[src/rtl/control_seq_if.sv]
// control_seq_if: bundles the sequencer's ROM, flag and datapath-control
// signals so the sequencer and its datapath connect through one port.
//   instr         16b  ROM data at address pc (combinational read)
//   z_in, n_in     1b  ALU zero / negative flags for the current operands
//   pc             8b  program counter / ROM address
//   im             8b  immediate operand for the B-operand mux
//   sel_b          2b  B mux select: 00 reg B, 01 zero, 10 immediate
//   alu_op         3b  ALU operation code
//   la, lb         1b  load enables for registers A and B
//   halted         1b  high while the sequencer is stopped
// master = sequencer side, slave = ROM/datapath side.
interface control_seq_if;
  logic [15:0] instr;
  logic        z_in;
  logic        n_in;
  logic [7:0]  pc;
  logic [7:0]  im;
  logic [1:0]  sel_b;
  logic [2:0]  alu_op;
  logic        la;
  logic        lb;
  logic        halted;

  modport master (
    input  instr, z_in, n_in,
    output pc, im, sel_b, alu_op, la, lb, halted
  );

  modport slave (
    output instr, z_in, n_in,
    input  pc, im, sel_b, alu_op, la, lb, halted
  );
endinterface

[src/rtl/control_seq.sv]
// control_seq: two-cycle FETCH/EXEC instruction sequencer with a sticky HALT.
// Ports:
//   clk   rising-edge clock
//   rst   synchronous active-high reset
//   bus   control_seq_if.master (instr/z_in/n_in in; pc/im/sel_b/alu_op/
//         la/lb/halted out)
// Instruction: [15:14] class (00 ALU regB, 01 ALU imm, 10 jump, 11 halt),
// [13:11] alu_op, [10:9] dest (bit9 = A, bit10 = B), [13:12] jump cond,
// [7:0] immediate / jump target.
module control_seq (
  input  logic          clk,
  input  logic          rst,
  control_seq_if.master bus
);
  typedef enum logic [1:0] {FETCH, EXEC, HALT} state_e;

  state_e      state_q;
  logic [15:0] ir_q;
  logic [7:0]  pc_q;
  logic        z_q, n_q;
  logic [1:0]  sel_b_q;
  logic [2:0]  alu_op_q;
  logic        la_q, lb_q, halted_q;

  logic [7:0]  pc_inc;
  logic        take_jmp;
  logic [7:0]  jmp_pc_d;
  logic        unused_ir;

  // Jump resolution uses the registered flags of the last ALU instruction.
  always_comb begin
    pc_inc   = pc_q + 8'd1;
    take_jmp = 1'b0;
    unique case (ir_q[13:12])
      2'b00: take_jmp = 1'b1;
      2'b01: take_jmp = z_q;
      2'b10: take_jmp = ~z_q;
      2'b11: take_jmp = n_q;
    endcase
    jmp_pc_d = take_jmp ? ir_q[7:0] : pc_inc;
  end

  assign unused_ir = ir_q[8];

  // Outputs are registered: during FETCH the EXEC-cycle controls are decoded
  // from instr as it is latched, so they appear together with ir.
  always_ff @(posedge clk) begin
    if (rst) begin
      state_q  <= FETCH;
      pc_q     <= 8'h00;
      ir_q     <= 16'h0000;
      z_q      <= 1'b0;
      n_q      <= 1'b0;
      sel_b_q  <= 2'b01;
      alu_op_q <= 3'b000;
      la_q     <= 1'b0;
      lb_q     <= 1'b0;
      halted_q <= 1'b0;
    end else begin
      unique case (state_q)
        FETCH: begin
          ir_q    <= bus.instr;
          state_q <= EXEC;
          if (!bus.instr[15]) begin
            alu_op_q <= bus.instr[13:11];
            sel_b_q  <= bus.instr[14] ? 2'b10 : 2'b00;
            la_q     <= bus.instr[9];
            lb_q     <= bus.instr[10];
          end else begin
            alu_op_q <= 3'b000;
            sel_b_q  <= 2'b01;
            la_q     <= 1'b0;
            lb_q     <= 1'b0;
          end
        end
        EXEC: begin
          alu_op_q <= 3'b000;
          sel_b_q  <= 2'b01;
          la_q     <= 1'b0;
          lb_q     <= 1'b0;
          unique case (ir_q[15:14])
            2'b00, 2'b01: begin
              z_q     <= bus.z_in;
              n_q     <= bus.n_in;
              pc_q    <= pc_inc;
              state_q <= FETCH;
            end
            2'b10: begin
              pc_q    <= jmp_pc_d;
              state_q <= FETCH;
            end
            2'b11: begin
              halted_q <= 1'b1;
              state_q  <= HALT;
            end
          endcase
        end
        HALT: begin
          state_q <= HALT;
        end
        default: state_q <= FETCH;
      endcase
    end
  end

  assign bus.pc     = pc_q;
  assign bus.im     = ir_q[7:0];
  assign bus.sel_b  = sel_b_q;
  assign bus.alu_op = alu_op_q;
  assign bus.la     = la_q;
  assign bus.lb     = lb_q;
  assign bus.halted = halted_q;
endmodule
[src/flat_wrapper.sv]
// flat-port wrapper written by rule: the top's interface ports become plain ports
module control_seq_flat 
  (clk, rst, bus_instr, bus_z_in, bus_n_in, bus_pc, bus_im, bus_sel_b, bus_alu_op, bus_la, bus_lb, bus_halted);
  control_seq_if bus_i ();
  input  logic clk;
  input  logic rst;
  input wire logic [$bits(bus_i.instr)-1:0] bus_instr;
  input wire logic [$bits(bus_i.z_in)-1:0] bus_z_in;
  input wire logic [$bits(bus_i.n_in)-1:0] bus_n_in;
  output wire logic [$bits(bus_i.pc)-1:0] bus_pc;
  output wire logic [$bits(bus_i.im)-1:0] bus_im;
  output wire logic [$bits(bus_i.sel_b)-1:0] bus_sel_b;
  output wire logic [$bits(bus_i.alu_op)-1:0] bus_alu_op;
  output wire logic [$bits(bus_i.la)-1:0] bus_la;
  output wire logic [$bits(bus_i.lb)-1:0] bus_lb;
  output wire logic [$bits(bus_i.halted)-1:0] bus_halted;
  assign bus_i.instr = bus_instr;
  assign bus_i.z_in = bus_z_in;
  assign bus_i.n_in = bus_n_in;
  assign bus_pc = bus_i.pc;
  assign bus_im = bus_i.im;
  assign bus_sel_b = bus_i.sel_b;
  assign bus_alu_op = bus_i.alu_op;
  assign bus_la = bus_i.la;
  assign bus_lb = bus_i.lb;
  assign bus_halted = bus_i.halted;
  control_seq u_core (.clk(clk), .rst(rst), .bus(bus_i));
endmodule
[config.mk]
export PLATFORM = sky130hd
export DESIGN_NAME = control_seq_flat
export DESIGN_NICKNAME = d
export VERILOG_FILES = /design/src/rtl/control_seq_if.sv /design/src/rtl/control_seq.sv /design/src/flat_wrapper.sv
export SDC_FILE = /design/constraint.sdc
export NUM_CORES = 1
export LEC_CHECK = 0
export CAP_MARGIN = 20
export CORE_MARGIN = 5
export CORE_UTILIZATION = 46
export DETAILED_ROUTE_END_ITERATION = 6
export GPL_ROUTABILITY_DRIVEN = 0
export PLACE_DENSITY = 0.8
export SLEW_MARGIN = 10
export SYNTH_ARGS = -nofsm -noshare
export SYNTH_HDL_FRONTEND = slang
export SYNTH_SLANG_ARGS = --single-unit
[constraint.sdc]
create_clock -name clk -period 1.7 [get_ports clk]
set_input_delay 0.255 -clock clk [delete_from_list [all_inputs] [get_ports clk]]
set_output_delay 0.255 -clock clk [all_outputs]
set_load 0.02 [all_outputs]
==> out/qor.yml, run 1 <==
worst_hold_path:
  hp-start: "u_core.bus.sel_b[1]"
  holdPathStages: 2
  min_path_type: "flip-flop to flip-flop"
  holdPathEnd: "u_core.bus.sel_b[1]"
routing:
  drc_errors: 0
  routed_wl_mm: 3.56
  wl_per_cell_um: 13.3
  drtAntennaViolNets: 0
  dr_total_vias: 1401
  drtIter0Drc: 159
  via_per_inst: 5.23
  drt_pass1_iterations: 4
floorplanning:
  row_count: 20
  core_area_mm2: 0.00305
  die_area_mm2: 0.00439
  io_pins: 44
  die_w_um: 66.3
  initial_core_util: 0.477
  die_height_um: 66.3
layout:
  final_cell_mix: "nand2_1, clkdlybuf4s50_1, dfxtp_1"
  layout_commonest_cell: "nand2_1"
  drive_gt1_frac: 0.0982
  fillers: 268
  nets: 244
  antenna_cells: 0
  fin_util: 0.662
  syn2layout_area_growth_pct: 38.7
logic_synthesis:
  synth-seq-area-share: 0.440
  ys_types: 29
  netlist_area_mm2: 0.00146
  synth.avg_cell_area_um2: 7.87
  yosysWarningCount: 0
  synthCells: 185
  postSynthRegisterBits: 32
  syn_nets: 206
clock_tree:
  cts_tree: "built"
  insertion_delay_ns: 0.33
  cts_sinks: 32
  cts_buffers: 5
  cts_hold_buf: 0
  h-tree-depth: 2
  cts_buffer_depth: 2
  cts_setup_buffers: 0
  post_cts_resized: 0
  cts.clk_slew.worst_paths_ns: 0.10
  root_buffer: "clkbuf_4"
worst_setup_path:
  critPathLaunchType: "flip-flop"
  reg2reg_from: "u_core.bus.pc[2]"
  crit_path_max_incr_delay_ns: 0.45
  cp-end-kind: "flip-flop"
  crit_type: "flip-flop to flip-flop"
  r2r_slack_ns: 0.08
  crit_path_top_delay_cell: "dfxtp_1"
  critical_path.top_delay_family: "simple AND/OR/NAND/NOR gates"
  worstPathCellList: "nand3_2, or3_1, or4_1, a31oi_1"
  r2r_end: "u_core.bus.pc[7]"
  crit_fanout: 6
  rr_worst_depth: 4
  timing.critical_path.buf_inv: 0
  worstPathArrival_ns: 1.87
  required_ns: 1.96
sta:
  setup_ws_ns: 0.0844
  hold_viol_final: 0
  setup-tns-final_ns: 0
  tightest_slew_ns: 0.421
  skew_ns: 0.0126
  relSlewSlack: 0.719
  rsz0062_at_grt: "no"
  hold_ws_ns: 0.456
  finalSetupViolations: 0
  maxSlewViolCount: 0
  max_freq_ghz: 0.619
  period_share: 0.950
  period_minus_slack_ns: 1.62
placement:
  dp_hpwl_mm: 2.64
  portBuffers: 42
  pre_cts_ws_ns: 0.0860
global_route:
  grt_pass1_wl_mm: 6.04
  overflow: 0
  grt_usage: 0.180
  grt_start_max_net_pins: 19
  grt_pass1_vias: 1366
  antenna_found_initial: 0
power_and_ir_drop:
  ir_worst_vdd_mv: 0.453
  p_per_area_mw_per_mm2: 885
  leakagePower_nw: 0.754
status:
  outcome: "complete, no violations"
run:
  cap_viol_max_count: 0
-- synth_stat cells --
library cell	n	share of area
a221o_1	1	0.0069
nand3_1	11	0.038
clkbuf_1	8	0.021
nor4b_1	1	0.0060
dfxtp_1	32	0.44
buf_4	8	0.041
and2_1	3	0.013
nor3_1	3	0.010
or2_2	1	0.0043
nand3b_1	6	0.031
nand3_2	1	0.0069
a21boi_1	1	0.0052
or4_1	3	0.015
a31oi_1	7	0.030
a2bb2oi_1	3	0.018
o21bai_1	1	0.0052
buf_2	2	0.0069
nand2b_1	3	0.013
or3_1	2	0.0086
nor2_1	7	0.018
ha_1	1	0.0086
nor2b_1	3	0.013
nor4_1	3	0.013
or2_1	2	0.0086
a221oi_2	1	0.010
a21oi_1	22	0.076
nand2_1	43	0.11
and2b_1	1	0.0052
o21ai_1	5	0.017
-- sequential cells by signal (all words and copies together), names as in the netlist --
signal / flops
u_core.n_q: 1
u_core.ir_q: 12
u_core.z_q: 1
u_core.bus.halted: 1
u_core.bus.alu_op: 3
u_core.bus.lb: 1
u_core.bus.la: 1
u_core.bus.sel_b: 2
u_core.state_q: 2
u_core.bus.pc: 8
-- worst max-delay path by stage --
stage                     start          endpoint  slack [ns]  cells after the start
6_report       u_core.bus.pc[2]  u_core.bus.pc[7]        0.08                      4
5_1_grt        u_core.bus.pc[5]         bus_pc[5]       0.009                      1
4_1_cts        u_core.bus.pc[3]         bus_pc[3]        0.01                      1
3_5_place_dp   u_core.bus.pc[0]  u_core.bus.pc[6]        0.09                      5
3_3_place_gp   u_core.bus.pc[0]  u_core.bus.pc[6]        0.11                      5
2_1_floorplan  u_core.bus.pc[0]  u_core.bus.pc[6]        0.09                      5
-- cells by family (layout without fill, tap and decap cells) --
group	count (synthesis)	after routing	share of synthesized area
compound gates	41	41	0.168
simple gates	93	93	0.314
fa+ha+maj	1	1	0.00859
flops	32	32	0.440
buf+inv	18	57	0.0687
-- power breakdown --
group	leakage [nW]	total, mW	switching (mW)	internal [mW]
Sequential	0.263	0.839	0.0459	0.793
Combinational	0.439	0.297	0.149	0.148
Clock	0.0515	0.652	0.262	0.390
-- through the flow --
stage	std cells	cell area [um2]	power [mW]
2_1_floorplan	185	1460	1.02
3_3_place_gp	260	1890	1.14
3_5_place_dp	260	1890	1.15
4_1_cts	268	1980	1.79
5_1_grt	268	2020	1.88
6_report	268	2020	1.79
-- layer usage --
metal  vias to the layer above  global-route usage  part of all wire
li1                        714                   -                 -
met1                       641               0.217              0.44
met2                        41               0.284              0.50
met3                         5              0.0578             0.045
met4                         0              0.0888             0.018
met5                         -                   0                 0
-- worst min-delay path: cells and delay by family (launching register included) --
family / cells / cell delay (ns)
flip-flops: 1 / 0.32
AND/OR/NAND/NOR: 1 / 0.05
AO/OA/AOI/OAI: 1 / 0.05
-- final cells by class --
cell class,count,area [um2],area share
Clock inverter,1,30.0,0.0149
Timing Repair Buffer,49,480,0.238
Tap cell,44,55.1,0.0272
Clock buffer,7,65.1,0.0322
Sequential cell,32,646,0.320
Multi-Input combinational cell,135,744,0.368
(Power assumes the default switching activity.)
==> run 2, diff against run 1 <==
- CORE_UTILIZATION: 46 -> 48
- CTS_BUF_LIST: unset -> sky130_fd_sc_hd__clkbuf_8
- PLACE_DENSITY: 0.8 -> 0.82
==> out/qor.yml, run 2 (synthesis gave the netlist of run 1 again) <==
sta:
  period_share: 0.950  # about the same
  hold_ws_ns: 0.454  # -0.00213 ns
  rsz0062_at_grt: "no"
  tightest_slew_ns: 0.598  # +0.176 ns
  hold_viol_final: 0  # unchanged
  period_minus_slack_ns: 1.61  # -0.00116 ns
  finalSetupViolations: 0  # unchanged
  max_freq_ghz: 0.619  # about the same
  relSlewSlack: 0.602  # -0.118
  skew_ns: 0.00360  # -0.00903 ns
  setup-tns-final_ns: 0  # unchanged
  maxSlewViolCount: 0  # unchanged
floorplanning:
  row_count: 20  # unchanged
  die_area_mm2: 0.00424  # -3.5%
  initial_core_util: 0.489  # +0.0120
  die_height_um: 65.1  # -1.8%
  die_w_um: 65.1  # -1.8%
  core_area_mm2: 0.00298  # -2.5%
  io_pins: 44  # unchanged
clock_tree:
  cts_tree: "built"
  cts_hold_buf: 0  # unchanged
  post_cts_resized: 0  # unchanged
  insertion_delay_ns: 0.28  # -0.05 ns
  cts_buffers: 5  # unchanged
  h-tree-depth: 2  # unchanged
  cts.clk_slew.worst_paths_ns: 0.06  # -0.04 ns
  root_buffer: "clkbuf_8"
  cts_sinks: 32  # unchanged
  cts_buffer_depth: 2  # unchanged
  cts_setup_buffers: 0  # unchanged
run:
  cap_viol_max_count: 0  # unchanged
worst_setup_path:
  crit_path_top_delay_cell: "clkdlybuf4s50_1"
  critPathLaunchType: "flip-flop"
  cp-end-kind: "output port"
  crit_type: "flip-flop to output port"
  worstPathCellList: "clkdlybuf4s50_1"
  crit_fanout: 7  # +1
  required_ns: 1.44  # -0.52 ns
  timing.critical_path.buf_inv: 1  # +1
  critical_path.top_delay_family: "buffers and inverters"
  worstPathArrival_ns: 1.36  # -0.51 ns
  crit_path_max_incr_delay_ns: 0.64  # +0.19 ns
layout:
  finalInstanceArea_mm2: 0.00196  # -3.0%
  regMostFlops: "u_core.ir_q"
  nets: 242  # -0.82%
  largest_reg_flops: 12  # unchanged
  antenna_cells: 0  # unchanged
  syn2layout_area_growth_pct: 34.5
  stdcell_count: 255  # -4.9%
  layout_commonest_cell: "nand2_1"
  drive_gt1_frac: 0.0811  # -0.0171
  final_cell_mix: "nand2_1, clkdlybuf4s50_1, dfxtp_1"
global_route:
  grt_pass1_wl_mm: 6.00  # -0.79%
  grt_start_max_net_pins: 33  # +14
  antenna_found_initial: 0  # unchanged
  grt_pass1_vias: 1407  # +3.0%
  grt_usage: 0.183  # +0.00304
  overflow: 0  # unchanged
routing:
  drtIter0Drc: 80  # -50%
  wl_per_cell_um: 14.4  # +8.2%
  dr_total_vias: 1431  # +2.1%
  drt_pass1_iterations: 4  # unchanged
  routed_wl_mm: 3.66  # +3.0%
  drc_errors: 0  # unchanged
  via_per_inst: 5.61  # +7.3%
  drtAntennaViolNets: 0  # unchanged
worst_hold_path:
  min_path_type: "flip-flop to flip-flop"
placement:
  placedInstanceArea_mm2: 0.00186  # -1.5%
  portBuffers: 42  # unchanged
  dp_hpwl_mm: 2.58  # -2.1%
  dp_cells: 247  # -5.0%
power_and_ir_drop:
  ir_worst_vdd_mv: 0.649  # +43%
  p_per_area_mw_per_mm2: 876  # -0.99%
  leakagePower_nw: 0.693  # -8.1%
status:
  outcome: "complete, no violations"
[run 2: changes by cell type in the layout (fill, tap and decap cells not counted), moves of 2 or more]
cell / change
buf_4: -2
clkbuf_4: -5
clkbuf_8: +4
clkdlybuf4s50_1: +3
dlymetal6s2s_1: -3
inv_1: +2
[run 2: power by group]
| group | internal [mW] | leakage, nW | switching [mW] |
|---|---|---|---|
| Clock | 0.318 | 0.0538 | 0.268 |
| Combinational | 0.145 | 0.375 | 0.149 |
| Sequential | 0.794 | 0.263 | 0.0439 |
[run 2: stage by stage]
stage          setup WS [ns]  total power, mW   util
6_report              0.0856             1.72  0.658
5_1_grt               0.0163             1.80  0.658
4_1_cts               0.0530             1.72  0.654
3_5_place_dp          0.0783             1.14  0.624
3_3_place_gp           0.123             1.13  0.624
2_1_floorplan         0.0897             1.02      -
[run 2: layer usage]
metal / vias up / GRT usage / routed length, um
met5: - / 0 / 0
met4: 0 / 0.0777 / 95
met3: 9 / 0.0451 / 224
met2: 53 / 0.328 / 1860
met1: 656 / 0.203 / 1480
li1: 713 / - / -
[run 2: final timing paths]
check	from	end	slack, ns	cells past startpoint
worst min-delay path	u_core.bus.alu_op[0]	u_core.bus.alu_op[0]	0.45	2
worst max-delay path	u_core.bus.pc[3]	bus_pc[3]	0.09	1
worst min register to register	u_core.bus.alu_op[0]	u_core.bus.alu_op[0]	0.45	2
worst max register to register	u_core.bus.pc[2]	u_core.bus.pc[7]	0.11	4
[run 2: final cells by class]
cell class                 count  area, um2
clock buffer                   6       82.6
clock inverter                 2       7.51
fill                         260       1020
multi-input combinational    135        724
sequential                    32        646
tap                           33       41.3
timing repair buffer          47        458
==> run 3, diff against run 2 <==
- CORE_MARGIN: 5 -> unset
==> out/qor.yml, run 3 (synthesis gave the netlist of run 1 again) <==
routing:
  dr_total_vias: 1417  # -0.98%
  drtAntennaViolNets: 0  # unchanged
  wl_per_cell_um: 13.9  # -3.0%
  drtIter0Drc: 70  # -13%
  routed_wl_mm: 3.52  # -3.8%
  drc_errors: 2  # +2
  via_per_inst: 5.60  # -0.20%
  drt_pass1_iterations: 6  # +2
worst_setup_path:
  reg2reg_from: "u_core.bus.pc[1]"
  crit_path_top_delay_cell: "clkdlybuf4s50_1"
  cp-end-kind: "output port"
  worstPathCellList: "clkdlybuf4s50_1"
  critPathLaunchType: "flip-flop"
  crit_fanout: 7  # unchanged
  crit_path_max_incr_delay_ns: 0.65  # about the same
  required_ns: 1.44  # about the same
  r2r_slack_ns: 0.10  # about the same
  crit_type: "flip-flop to output port"
  crit_cells: 1  # unchanged
  worstPathArrival_ns: 1.39  # +0.03 ns
  rr_worst_depth: 5  # +1
  timing.critical_path.buf_inv: 1  # unchanged
  critical_path.top_delay_family: "buffers and inverters"
  r2r_end: "u_core.bus.pc[6]"
sta:
  max_freq_ghz: 0.608  # -1.8%
  hold_ws_ns: 0.459  # +0.00553 ns
  maxSlewViolCount: 0  # unchanged
  skew_ns: 0.00385  # +0.000254 ns
  setup_ws_ns: 0.0564  # -0.0292 ns
  finalSetupViolations: 0  # unchanged
  period_share: 0.967  # +0.0172
  period_minus_slack_ns: 1.64  # +0.0292 ns
  hold_viol_final: 0  # unchanged
  tightest_slew_ns: 0.493  # -0.105 ns
  relSlewSlack: 0.670  # +0.0689
  setup-tns-final_ns: 0  # unchanged
floorplanning:
  core_area_mm2: 0.00281  # -5.8%
  die_w_um: 57.1  # -12%
  initial_core_util: 0.519  # +0.0301
  io_pins: 44  # unchanged
  row_count: 19  # -5.0%
  die_height_um: 57.1  # -12%
  die_area_mm2: 0.00326  # -23%
clock_tree:
  cts_sinks: 32  # unchanged
  cts_tree: "built"
  cts.clk_slew.worst_paths_ns: 0.06  # about the same
  cts_setup_buffers: 0  # unchanged
  root_buffer: "clkbuf_8"
  cts_buffer_depth: 2  # unchanged
  insertion_delay_ns: 0.28  # about the same
  cts_buffers: 5  # unchanged
  h-tree-depth: 2  # unchanged
layout:
  regMostFlops: "u_core.ir_q"
  layout_commonest_cell: "nand2_1"
  largest_reg_flops: 12  # unchanged
  syn2layout_area_growth_pct: 36.3
  finalInstanceArea_mm2: 0.00199  # +1.3%
  antenna_cells: 0  # unchanged
  fillers: 234  # -10%
  nets: 243  # +0.41%
  final_cell_mix: "nand2_1, clkdlybuf4s50_1, dfxtp_1"
  drive_gt1_frac: 0.0991  # +0.0180
placement:
  portBuffers: 42  # unchanged
  placedInstanceArea_mm2: 0.00186  # +0.27%
  dp_hpwl_mm: 2.57  # -0.70%
  pre_cts_ws_ns: 0.0774  # -0.000854 ns
worst_hold_path:
  hp-start: "u_core.bus.alu_op[0]"
  min_path_type: "flip-flop to flip-flop"
  holdPathStages: 2  # unchanged
  holdPathEnd: "u_core.bus.alu_op[0]"
status:
  violations: "DRC"
  outcome: "finished, violations left"
global_route:
  antenna_found_initial: 0  # unchanged
  grt_start_max_net_pins: 18  # -45%
  grt_pass1_wl_mm: 5.98  # -0.35%
  grt_usage: 0.239  # +0.0564
  overflow: 0  # unchanged
  grt_pass1_vias: 1322  # -6.0%
power_and_ir_drop:
  leakagePower_nw: 0.693  # about the same
  ir_worst_vdd_mv: 0.606  # -6.6%
  p_per_area_mw_per_mm2: 883  # +0.75%
  power_mw: 1.75  # +2.1%
run:
  cap_viol_max_count: 0  # unchanged
## run 3: through the flow
stage / util / std cells
6_report: 0.708 / 253
4_1_cts: 0.698 / 253
5_1_grt: 0.708 / 253
2_1_floorplan: - / 185
3_5_place_dp: 0.664 / 246
3_3_place_gp: 0.664 / 246
## run 3: final cells by class
| cell class | count | area, um2 | area share |
|---|---|---|---|
| multi-input cells | 135 | 738 | 0.372 |
| flip-flops and latches | 32 | 647 | 0.326 |
| repair buffers | 48 | 465 | 0.234 |
| well taps | 31 | 38.8 | 0.0195 |
| clock buffers | 7 | 96.3 | 0.0485 |
## run 3: worst max-delay path by stage
stage | startpoint | endpoint | slack (ns)
finish | u_core.bus.pc[3] | bus_pc[3] | 0.06
global route | u_core.bus.pc[3] | bus_pc[3] | -0.0002
CTS | u_core.bus.pc[0] | u_core.bus.pc[6] | 0.07
detailed placement | u_core.bus.pc[0] | u_core.bus.pc[6] | 0.08
global placement | u_core.bus.pc[0] | u_core.bus.pc[6] | 0.12
floorplan | u_core.bus.pc[0] | u_core.bus.pc[6] | 0.09
## run 3: per-layer routing
| metal | up-vias | GRT usage | share of wire |
|---|---|---|---|
| met3 | 5 | 0.0522 | 0.050 |
| li1 | 707 | - | - |
| met1 | 656 | 0.317 | 0.45 |
| met4 | 0 | 0.0941 | 0.012 |
| met2 | 49 | 0.382 | 0.49 |
| met5 | - | 0 | 0 |
## run 3: repair_timing
item                                    in CTS  in global routing
gates resized for setup                      0                  6
endpoints found under the setup margin       0                  3
hold buffers                                 0                  0
## run 3: report_power, final
part / internal (mW) / total, mW / switching, mW / leakage, nW
Clock: 0.360 / 0.617 / 0.257 / 0.0503
Sequential: 0.794 / 0.840 / 0.0451 / 0.264
Combinational: 0.147 / 0.296 / 0.149 / 0.379
